<file path="src/rtl/prog_counter_ctrl.sv">
// prog_counter_ctrl: program counter sequencer with start/done handshake and saturating cycle counter
module prog_counter_ctrl #(
    parameter int PC_W  = 10,
    parameter int CYC_W = 16
) (
    input  logic             CLK,
    input  logic             reset_n,
    input  logic             start,
    input  logic [PC_W-1:0]  start_addr,
    input  logic             halt,
    input  logic             jump,
    input  logic [PC_W-1:0]  jump_target,
    input  logic             branch_en,
    output logic [PC_W-1:0]  PC,
    output logic             fetch_en,
    output logic             done,
    output logic [CYC_W-1:0] cycle_count
);
    typedef enum logic [1:0] {IDLE, RUN, HALTED} state_t;
    state_t state, state_n;
    logic [PC_W-1:0] pc_n;
    logic [CYC_W-1:0] cnt_n, cnt_inc;
    logic done_n, armed;
    assign fetch_en = state == RUN;
    assign cnt_inc = &cycle_count ? cycle_count : cycle_count + 1'b1;
    // armed remembers start from the previous edge, so only a real falling start launches a run
    always_ff @(posedge CLK or negedge reset_n) begin
        if (!reset_n) begin
            state       <= IDLE;
            PC          <= '0;
            done        <= 1'b0;
            cycle_count <= '0;
            armed       <= 1'b0;
        end else begin
            state       <= state_n;
            PC          <= pc_n;
            done        <= done_n;
            cycle_count <= cnt_n;
            armed       <= start;
        end
    end
    always_comb begin
        state_n = state;
        pc_n    = PC;
        cnt_n   = cycle_count;
        done_n  = done;
        if (start) begin
            state_n = IDLE;
            pc_n    = start_addr;
            cnt_n   = '0;
            done_n  = 1'b0;
        end else begin
            case (state)
                IDLE: state_n = armed ? RUN : IDLE;
                RUN: begin
                    cnt_n = cnt_inc;
                    if (fetch_en && halt) begin
                        state_n = HALTED;
                        done_n  = 1'b1;
                    end else if (fetch_en && jump) begin
                        pc_n = jump_target;
                    end else begin
                        pc_n = PC + ((fetch_en && branch_en) ? PC_W'(2) : PC_W'(1));
                    end
                end
                default: state_n = state;
            endcase
        end
    end
endmodule

</file>
<file path="config.mk">
export PLATFORM = sky130hd
export DESIGN_NAME = prog_counter_ctrl
export DESIGN_NICKNAME = d
export VERILOG_FILES = /design/src/rtl/prog_counter_ctrl.sv
export SDC_FILE = /design/constraint.sdc
export NUM_CORES = 1
export LEC_CHECK = 0
export ABC_AREA = 1
export CORE_MARGIN = 10
export CORE_UTILIZATION = 39
export CTS_BUF_LIST = sky130_fd_sc_hd__clkbuf_8
export DETAILED_ROUTE_END_ITERATION = 16
export GPL_TIMING_DRIVEN = 1
export HOLD_SLACK_MARGIN = 0.12
export PLACE_DENSITY = 0.7
export SETUP_SLACK_MARGIN = 0.1
export SLEW_MARGIN = 20
export SYNTH_ARGS = -nofsm -noshare
export SYNTH_HDL_FRONTEND = slang
export SYNTH_SLANG_ARGS = --single-unit
</file>
<file path="constraint.sdc">
create_clock -name CLK -period 5.4 [get_ports CLK]
set_clock_uncertainty 0.2 [all_clocks]
set_input_delay 0.54 -clock CLK [delete_from_list [all_inputs] [get_ports CLK]]
set_output_delay 0.54 -clock CLK [all_outputs]
set_load 0.02 [all_outputs]
</file>
Word level (Yosys, flattened, before mapping). Cells that the tools add are included.

$add $sub $neg: 2. Equal/unequal tests: 4. Multiplexer cells: 15. Reduce and logical (&&, ||, !) cells: 12.

Operators with widths (number): two-way mux 16 bit (3); two-way mux 10 bit (4); adder 16 x 1 -> 16 bit, second input constant (1); AND reduction 16 bit (1); adder 10 x 2 -> 10 bit (1); AND reduction 2 bit (4); two-way mux 2 bit (3); two-way mux 1 bit (4); inequality test 2 bit, second input constant (2); case mux 2 bit (2 select lines) (1); nonzero test 2 bit (2); logical AND 1 bit (3); inequality test 3 x 2 -> 1 bit, second input constant (1); nonzero test 3 bit (1); equality test 2 x 1 -> 1 bit, second input constant (1); zero test 2 bit (1).

Bits in registers: 30. Logic and storage cells: 38.

Depth between registers and ports, before layout. Gate-level depths: netlist (run 1).

Depth in word-level cells: 8. Mapped depth: 14. Depth with buffers taken out: 14.

Worst setup path after synthesis (run 1). No wires, ideal clock.

Path type: register to register. From: reg state[0]. To: reg PC[6]. Library setup time: 0.122 ns. Arrival time: 1.986 ns. Path slack: 3.093 ns. Cell stages (with the launch flop): 13. Path buffers: 0. Clock period less this slack: 2.307 ns. Cells stage by stage: dfrtp_1 > nand2_1 > inv_1 > nand2_1 > ha_1 > inv_1 > fa_1 > nor2_1 > nand3_1 > xor2_1 > nand2_1 > nand2_1 > nand2_1.

Longest elaborated chain between the ends: 8.

Ends and longest elaborated chain: from (decl) (RTL line 20) `state_t state, state_n;`; from (signal assigned) (RTL line 35) `state <= state_n;`; equality test 2 x 1 -> 1 bit * (RTL line 24) `assign fetch_en = state == RUN;`; net fetch_en (RTL line 15) `output logic fetch_en,`; logical AND 1 bit (RTL line 63) `pc_n = PC + ((fetch_en && branch_en) ? PC_W'(2) : PC_W'(1));`; two-way mux 2 bit (RTL line 63); adder 10 x 2 -> 10 bit (RTL line 63); two-way mux 10 bit (RTL line 60) `end else if (fetch_en && jump) begin`; two-way mux 10 bit (RTL line 57) `if (fetch_en && halt) begin`; two-way mux 10 bit (RTL line 53) `case (state)`; two-way mux 10 bit (RTL line 47) `if (start) begin`; to (signal assigned) (RTL line 36) `PC <= pc_n;`; to (decl) (RTL line 14) `output logic [PC_W-1:0] PC,`.

The timed path passes the listed nets; every way through them passes the cells marked *. The select of a mux whose other input is x is not followed. A chain may end at the register's enable or synchronous reset.

Worst setup path after layout (run 1).
From: in start. To: reg cycle_count[7].

Longest elaborated chain between the ends: 2.

Ends and longest elaborated chain: from (decl) (RTL line 8) `input logic start,`; inequality test 2 bit (no source line) / nonzero test 2 bit (equally long branches); AND reduction 2 bit (no source line); to (signal assigned) (RTL line 38) `cycle_count <= cnt_n;`; to (decl) (RTL line 17) `output logic [CYC_W-1:0] cycle_count`.

Parallel ways exist; a longest one is shown, timed or not.

==> results of run 1 <==
-- cells in the mapped netlist (3+ instances only) --
| master | instances |
|---|---|
| inv_1 | 28 |
| nand2_1 | 101 |
| o211ai_1 | 4 |
| nand4_1 | 8 |
| buf_12 | 3 |
| nand3_1 | 30 |
| inv_2 | 5 |
| a21oi_1 | 5 |
| nor2_4 | 3 |
| nor2_1 | 28 |
| ha_1 | 3 |
| nand2_2 | 12 |
| dfrtp_1 | 30 |
| xor2_1 | 7 |
| o21ai_0 | 5 |
| o21ai_2 | 14 |
-- worst min-delay path, cell delays in order (launching register included) --
cell     delay [ns]
dfrtp_1        0.36
nand2_1        0.06
nand2_1        0.06
-- cell usage in the layout, fill, tap and decap left out --
cell type and count:
nand2_1 101, clkdlybuf4s50_1 53, dfrtp_1 30, nand3_1 30, inv_1 28, nor2_1 28, o21ai_2 14, nand2_2 12
nand4_1 8, xor2_1 7, clkbuf_8 6, inv_2 5, o21ai_0 5, a21oi_1 5, o211ai_1 4, nor2_4 3
ha_1 3, or2_2 2, a22oi_1 2, o21ai_1 2, nor2_2 1, nand3b_4 1, nand2_4 1, nor3_2 1
xnor2_1 1, o22ai_1 1, fa_1 1, buf_4 1
-- final timing paths --
check,start,to,slack (ns),cells after the start
min in group asynchronous,reset_n,PC[2],0.45,2
setup reg to reg,state[1],PC[6],2.89,13
hold reg to reg,done,done,0.31,2
setup / recovery,start,cycle_count[7],2.71,7
hold / removal,done,done,0.31,2
max in group asynchronous,reset_n,PC[0],4.25,2
-- logic make-up (layout without fill, tap and decap cells) --
kind of cell / Yosys count / count (layout) / share of synthesized area, %
AOI/OAI and AO/OA: 33 / 33 / 10.8
xor gates and xnor gates: 8 / 8 / 3.24
adders and majority gates: 4 / 4 / 2.66
buffers and inverters: 40 / 93 / 9.24
DFF: 30 / 30 / 34.7
and+or+nand+nor: 188 / 188 / 39.4
-- final cells by class --
| type | instances | area, µm² |
|---|---|---|
| Clock buffer | 6 | 82.6 |
| Fill cell | 536 | 2640 |
| Inverter | 33 | 124 |
| Multi-Input combinational cell | 233 | 1210 |
| Sequential cell | 30 | 751 |
| Tap cell | 72 | 90.1 |
| Timing Repair Buffer | 54 | 538 |
-- routing by layer --
| layer | share of wire, % | vias to the layer above | track usage, % |
|---|---|---|---|
| met4 | 1.1 | 0 | 4.24 |
| met3 | 7.8 | 8 | 4.52 |
| met5 | 0 | - | 0 |
| met1 | 45 | 978 | 17.4 |
| met2 | 46 | 47 | 20.9 |
| li1 | - | 1079 | - |
-- power breakdown --
part	internal (mW)	switching, mW
logic	0.101	0.138
registers	0.249	0.0319
clock network	0.0982	0.0830
total	0.449	0.253
-- per-stage QoR --
stage          instance area [µm²]  util (%)  hold slack, ns
4_1_cts                       2800      51.5           0.322
3_5_place_dp                  2720      50.0           0.308
5_1_grt                       2800      51.5           0.365
3_3_place_gp                  2720      50.0           0.297
2_1_floorplan                 2170         -          0.0444
6_report                      2800      51.5           0.310
-- state kept, by name, indices dropped and copies added, names as in the netlist --
signal	count
state	2
PC	10
cycle_count	16
done	1
armed	1
==> impl_metrics.csv, run 1 <==
group,metric,value,unit
run_status,run_status,"completed",
drt,final_antenna_net_count,0,
sta,final.setup.tns,0,ns
synthesis,leading_cell_types_by_total_area_after_synthesis,"dfrtp_1 (35%), nand2_1 (18%), nand3_1 (6.9%), o21ai_2 (5.7%), inv_1 (4.9%)",
drt,drt_pass1_iterations,4,
final_layout,drive_gt1_share,13.2,%
synthesis,mappedNetlistNets,333,
placement,place.gp.congestion,0.851,
critical_path,timing_worst_setup_path_type,"in2reg",
synthesis,synth_sequential_area_ratio,34.7,%
synthesis,synthesized_cell_area,2170,µm²
min_path,hold_path_class,"reg2reg",
placement,preCtsSetupSlack,2.43,ns
clock_tree,clock_tree_from_tritoncts,"done",
die,floorplan.core_area,5440,µm²
final_layout,final-instance-count-excl-fill,428,
synthesis,asyncSetResetFlopFracSynth,100,%
sta,fin_crit,2.69,ns
drt,wl_per_cell,13.6,µm
pwr,power.density_cell_area,250,nW/µm²
critical_path,critical_path.startpoint_type,"input port",
synthesis,synth-edff-count,0,
clock_tree,post-cts-setup-buffers,0,
critical_path,critical_path_arrival,2.66,ns
critical_path,timing.critical_path.buf_inv,3,
critical_path,path_max_fanout,31,
die,die_height,94.5,µm
drt,route.detailed.vias_per_inst,4.93,
synthesis,cell_count_after_synthesis,303,
synthesis,synth.ff_latch_count,30,
flow_run,maxCapViolations,0,
critical_path,critical_path.cell_chain,"clkdlybuf4s50_1 > inv_2 > nand2_1 > nand2_4 > inv_1 > nand2_1 > nand2_1",
critical_path,critPathMostFrequentCell,"nand2_1",
clock_tree,worst_setup_hold_path_clk_slew,0.06,ns
synthesis,synth_largest_area_cell,"dfrtp_1",
critical_path,delay_of_the_slowest_critical_path_stage,0.72,ns
global_route,grt_start_max_net_pins,32,
clock_tree,clock_latency_at_the_later_pin_of_the_worst_skew_pair,0.28,ns
global_route,first_global_vias,2079,
synthesis,yosys_warnings,0,
drt,drc,0,
synthesis,fraction_of_synthesized_cell_area_taken_by_the_top_area_cell_type,34.7,%
placement,placedCellCount,422,
clock_tree,cts.hold.buffers_added,0,
critical_path,crit_slowest_cell,"clkdlybuf4s50_1",
drt,postRouteWirelength,5830,µm
clock_tree,clk_root_buffer_cell,"clkbuf_8",
sta,setup_repair_after_global_routing_missed_its_margin,"no",
global_route,grt_remaining_overflow,0,
sta,worst_slew_margin_rel,51.8,%
die,floorplan.initialDensity,39.8,%
clock_tree,h-tree-depth,2,
pwr,total_leakage_power,1.26,nW
synthesis,synth.avg_cell_area,7.15,µm²
die,die_w,94.5,µm
sta,transition_time_at_the_pin_with_the_least_slew_margin,0.721,ns
final_layout,antenna_cells_inserted,0,
drt,routed-via-count,2112,
final_layout,num-nets-final,387,
die,std_cell_rows,27,
synthesis,ys.flop_type,"dfrtp_1",
clock_tree,tritoncts.num_buffers,5,
sta,postLayoutSetupSlackWorst,2.71,ns
critical_path,critical_path_required,5.37,ns
die,io_pins,54,
critical_path,end_kind,"flop",
pwr,worst_ir_drop_vdd,0.158,mV
sta,count_of_final_hold_check_violations,0,
global_route,global_route_wire_length_before_repair,9850,µm
drt,first_drt_iteration_drcs,144,
global_route,grt_antenna_before_repair,0,
sta,fmax,0.371,GHz
pwr,totalPowerFinal,701,µW
synthesis,netlist-cell-type-count,29,
placement,detailedPlacementHpwl,4400,µm
critical_path,crit_path_leading_delay_family,"buffers and inverters",
placement,io_buffer_count,53,
final_layout,areaGrowthSynthToFinish,29.3,%
sta,final_min_period_over_clock_period,49.9,%
clock_tree,clock_sink_count,30,
global_route,globalRouteTotalUtil,13.5,%
sta,maxSlewViolCount,0,
die,die_area,8930,µm²
sta,setup-violations-final,0,
clock_tree,clockBufferDepth,2,
clock_tree,ctsResizeCount,0,
(Power assumes the default switching activity.)
==> run 2, diff against run 1 <==
==> constraint.sdc (replaced) <==
create_clock -name CLK -period 2.7 [get_ports CLK]
set_clock_uncertainty 0.2 [all_clocks]
set_input_delay 0.27 -clock CLK [delete_from_list [all_inputs] [get_ports CLK]]
set_output_delay 0.27 -clock CLK [all_outputs]
set_load 0.02 [all_outputs]
==> impl_metrics.csv, run 2 (synthesized netlist as in run 1, its figures left out) <==
group,metric,value,unit
drt,routed-via-count,2117,
critical_path,timing.critical_path.buf_inv,3,
clock_tree,clockBufferDepth,2,
global_route,first_global_vias,2121,
critical_path,delay_of_the_slowest_critical_path_stage,0.41,ns
die,die_w,94.5,µm
sta,maxSlewViolCount,0,
global_route,grt_antenna_before_repair,0,
sta,final.setup.tns,0,ns
final_layout,largest_register_ff_count,16,
critical_path,crit_path_leading_delay_family,"simple AND/OR/NAND/NOR gates",
die,floorplan.core_area,5440,µm²
sta,setup_repair_after_global_routing_missed_its_margin,"no",
critical_path,timing_worst_setup_path_type,"reg2reg",
flow_run,maxCapViolations,0,
final_layout,most-common-layout-cells,"nand2_1 (101), clkdlybuf4s50_1 (53), dfrtp_1 (30), nand3_1 (30), inv_1 (29)",
pwr,power.density_cell_area,503,nW/µm²
final_layout,fillCellCount,541,
clock_tree,worst_setup_hold_path_clk_slew,0.07,ns
final_layout,num-nets-final,390,
pwr,worst_ir_drop_vdd,0.238,mV
sta,final_min_period_over_clock_period,87.9,%
global_route,grt_start_max_net_pins,32,
clock_tree,h-tree-depth,2,
final_layout,layout_commonest_cell,"nand2_1",
clock_tree,clock_tree_from_tritoncts,"done",
sta,setup-violations-final,0,
sta,fin_crit,2.37,ns
pwr,total_leakage_power,1.29,nW
die,floorplan.initialDensity,39.8,%
clock_tree,tritoncts.num_buffers,5,
die,io_pins,54,
global_route,grt_remaining_overflow,0,
placement,detailedPlacementHpwl,4490,µm
drt,drt_pass1_iterations,4,
sta,count_of_final_hold_check_violations,0,
clock_tree,clk_root_buffer_cell,"clkbuf_8",
die,die_area,8930,µm²
global_route,global_route_wire_length_before_repair,10000,µm
run_status,run_status,"completed",
die,die_height,94.5,µm
final_layout,areaGrowthSynthToFinish,30.8,%
placement,io_buffer_count,53,
critical_path,crit_slowest_cell,"fa_1",
final_layout,drive_gt1_share,14.4,%
sta,worst_slew_margin_rel,69.2,%
drt,wl_per_cell,13.6,µm
clock_tree,clock_latency_at_the_later_pin_of_the_worst_skew_pair,0.28,ns
final_layout,post-route-util,52.1,%
drt,route.detailed.vias_per_inst,4.89,
critical_path,critPathMostFrequentCell,"nand2_1",
drt,drc,0,
global_route,globalRouteTotalUtil,13.7,%
sta,transition_time_at_the_pin_with_the_least_slew_margin,0.462,ns
critical_path,critical_path_arrival,2.34,ns
final_layout,antenna_cells_inserted,0,
placement,place.gp.congestion,0.835,
final_layout,top_regs,"cycle_count: 16 flops, PC: 10 flops, state: 2 flops",
drt,first_drt_iteration_drcs,97,
sta,fmax,0.421,GHz
critical_path,path_max_fanout,5,
min_path,hold_path_class,"in2async",
final_layout,top_register,"cycle_count",
clock_tree,clock_sink_count,30,
die,std_cell_rows,27,
drt,postRouteWirelength,5870,µm
drt,final_antenna_net_count,0,
critical_path,critical_path_required,2.67,ns
critical_path,end_kind,"flop",
critical_path,critical_path.startpoint_type,"flop",
critical_path,critical_path.cell_chain,"inv_1 > nand2_1 > inv_1 > nand2_1 > ha_1 > inv_1 > fa_1 > nor2_2 > nand3_1 > xor2_1 > nand2_1 > nand2_1 > nand2_1",
## run 2: path summary, 6_finish.rpt
kind | from | to | slack (ns) | cells after the start
max | state[1] | PC[6] | 0.33 | 13
min | reset_n | PC[2] | 0.18 | 2
max reg2reg | state[1] | PC[6] | 0.33 | 13
min reg2reg | done | done | 0.28 | 2
max in group asynchronous | reset_n | done | 1.82 | 2
min in group CLK | done | done | 0.28 | 2
## run 2: repair_timing
item / 4_1_cts / 5_1_grt
resized for setup: 0 / 1
endpoints found under the setup margin: 0 / 1
hold buffers: 0 / 0
buffers inserted: 0 / 0
## run 2: stage by stage
stage / std cells / power (mW) / instance area [µm²] / hold WS [ns] / worst slack, ns
6_report: 433 / 1.42 / 2830 / 0.176 / 0.326
3_3_place_gp: 425 / 1.05 / 2740 / 0.263 / 0.264
5_1_grt: 433 / 1.52 / 2830 / 0.211 / 0.146
3_5_place_dp: 425 / 1.06 / 2740 / 0.271 / 0.230
4_1_cts: 433 / 1.44 / 2830 / 0.198 / 0.258
2_1_floorplan: 303 / 0.869 / 2170 / -0.226 / 0.393
## run 2: report_power, final
group          leakage [nW]  switching [mW]  total (mW)  internal (mW)
Clock                0.0524           0.177       0.378          0.202
Combinational         0.837           0.275       0.483          0.208
Sequential            0.397          0.0650       0.563          0.498
Total                  1.29           0.517        1.42          0.908
## run 2: area by class of cell
class | instances | area, µm² | share of cell area [%]
repair buffers | 57 | 561 | 19.8
multi-input cells | 233 | 1220 | 43.0
inverters | 33 | 124 | 4.37
clock buffers | 6 | 82.6 | 2.91
flip-flops and latches | 30 | 751 | 26.5
clock inverters | 2 | 8.76 | 0.309
well taps | 72 | 90.1 | 3.18
## run 2: worst register-to-register path, delay by kind of cell, from the launching register on
kind	cells	cell delay (ns)
fa+ha+maj	2	0.59
xor+xnor	1	0.14
buf+inv	3	0.21
simple gates	7	0.77
flops	1	0.35
## run 2: routing by layer
layer / GRT usage, % / vias up / part of all wire, %
li1: - / 1085 / -
met2: 22.8 / 45 / 48
met1: 16.6 / 985 / 45
met4: 4.11 / 0 / 0.61
met3: 4.44 / 2 / 6.4
met5: 0 / - / 0
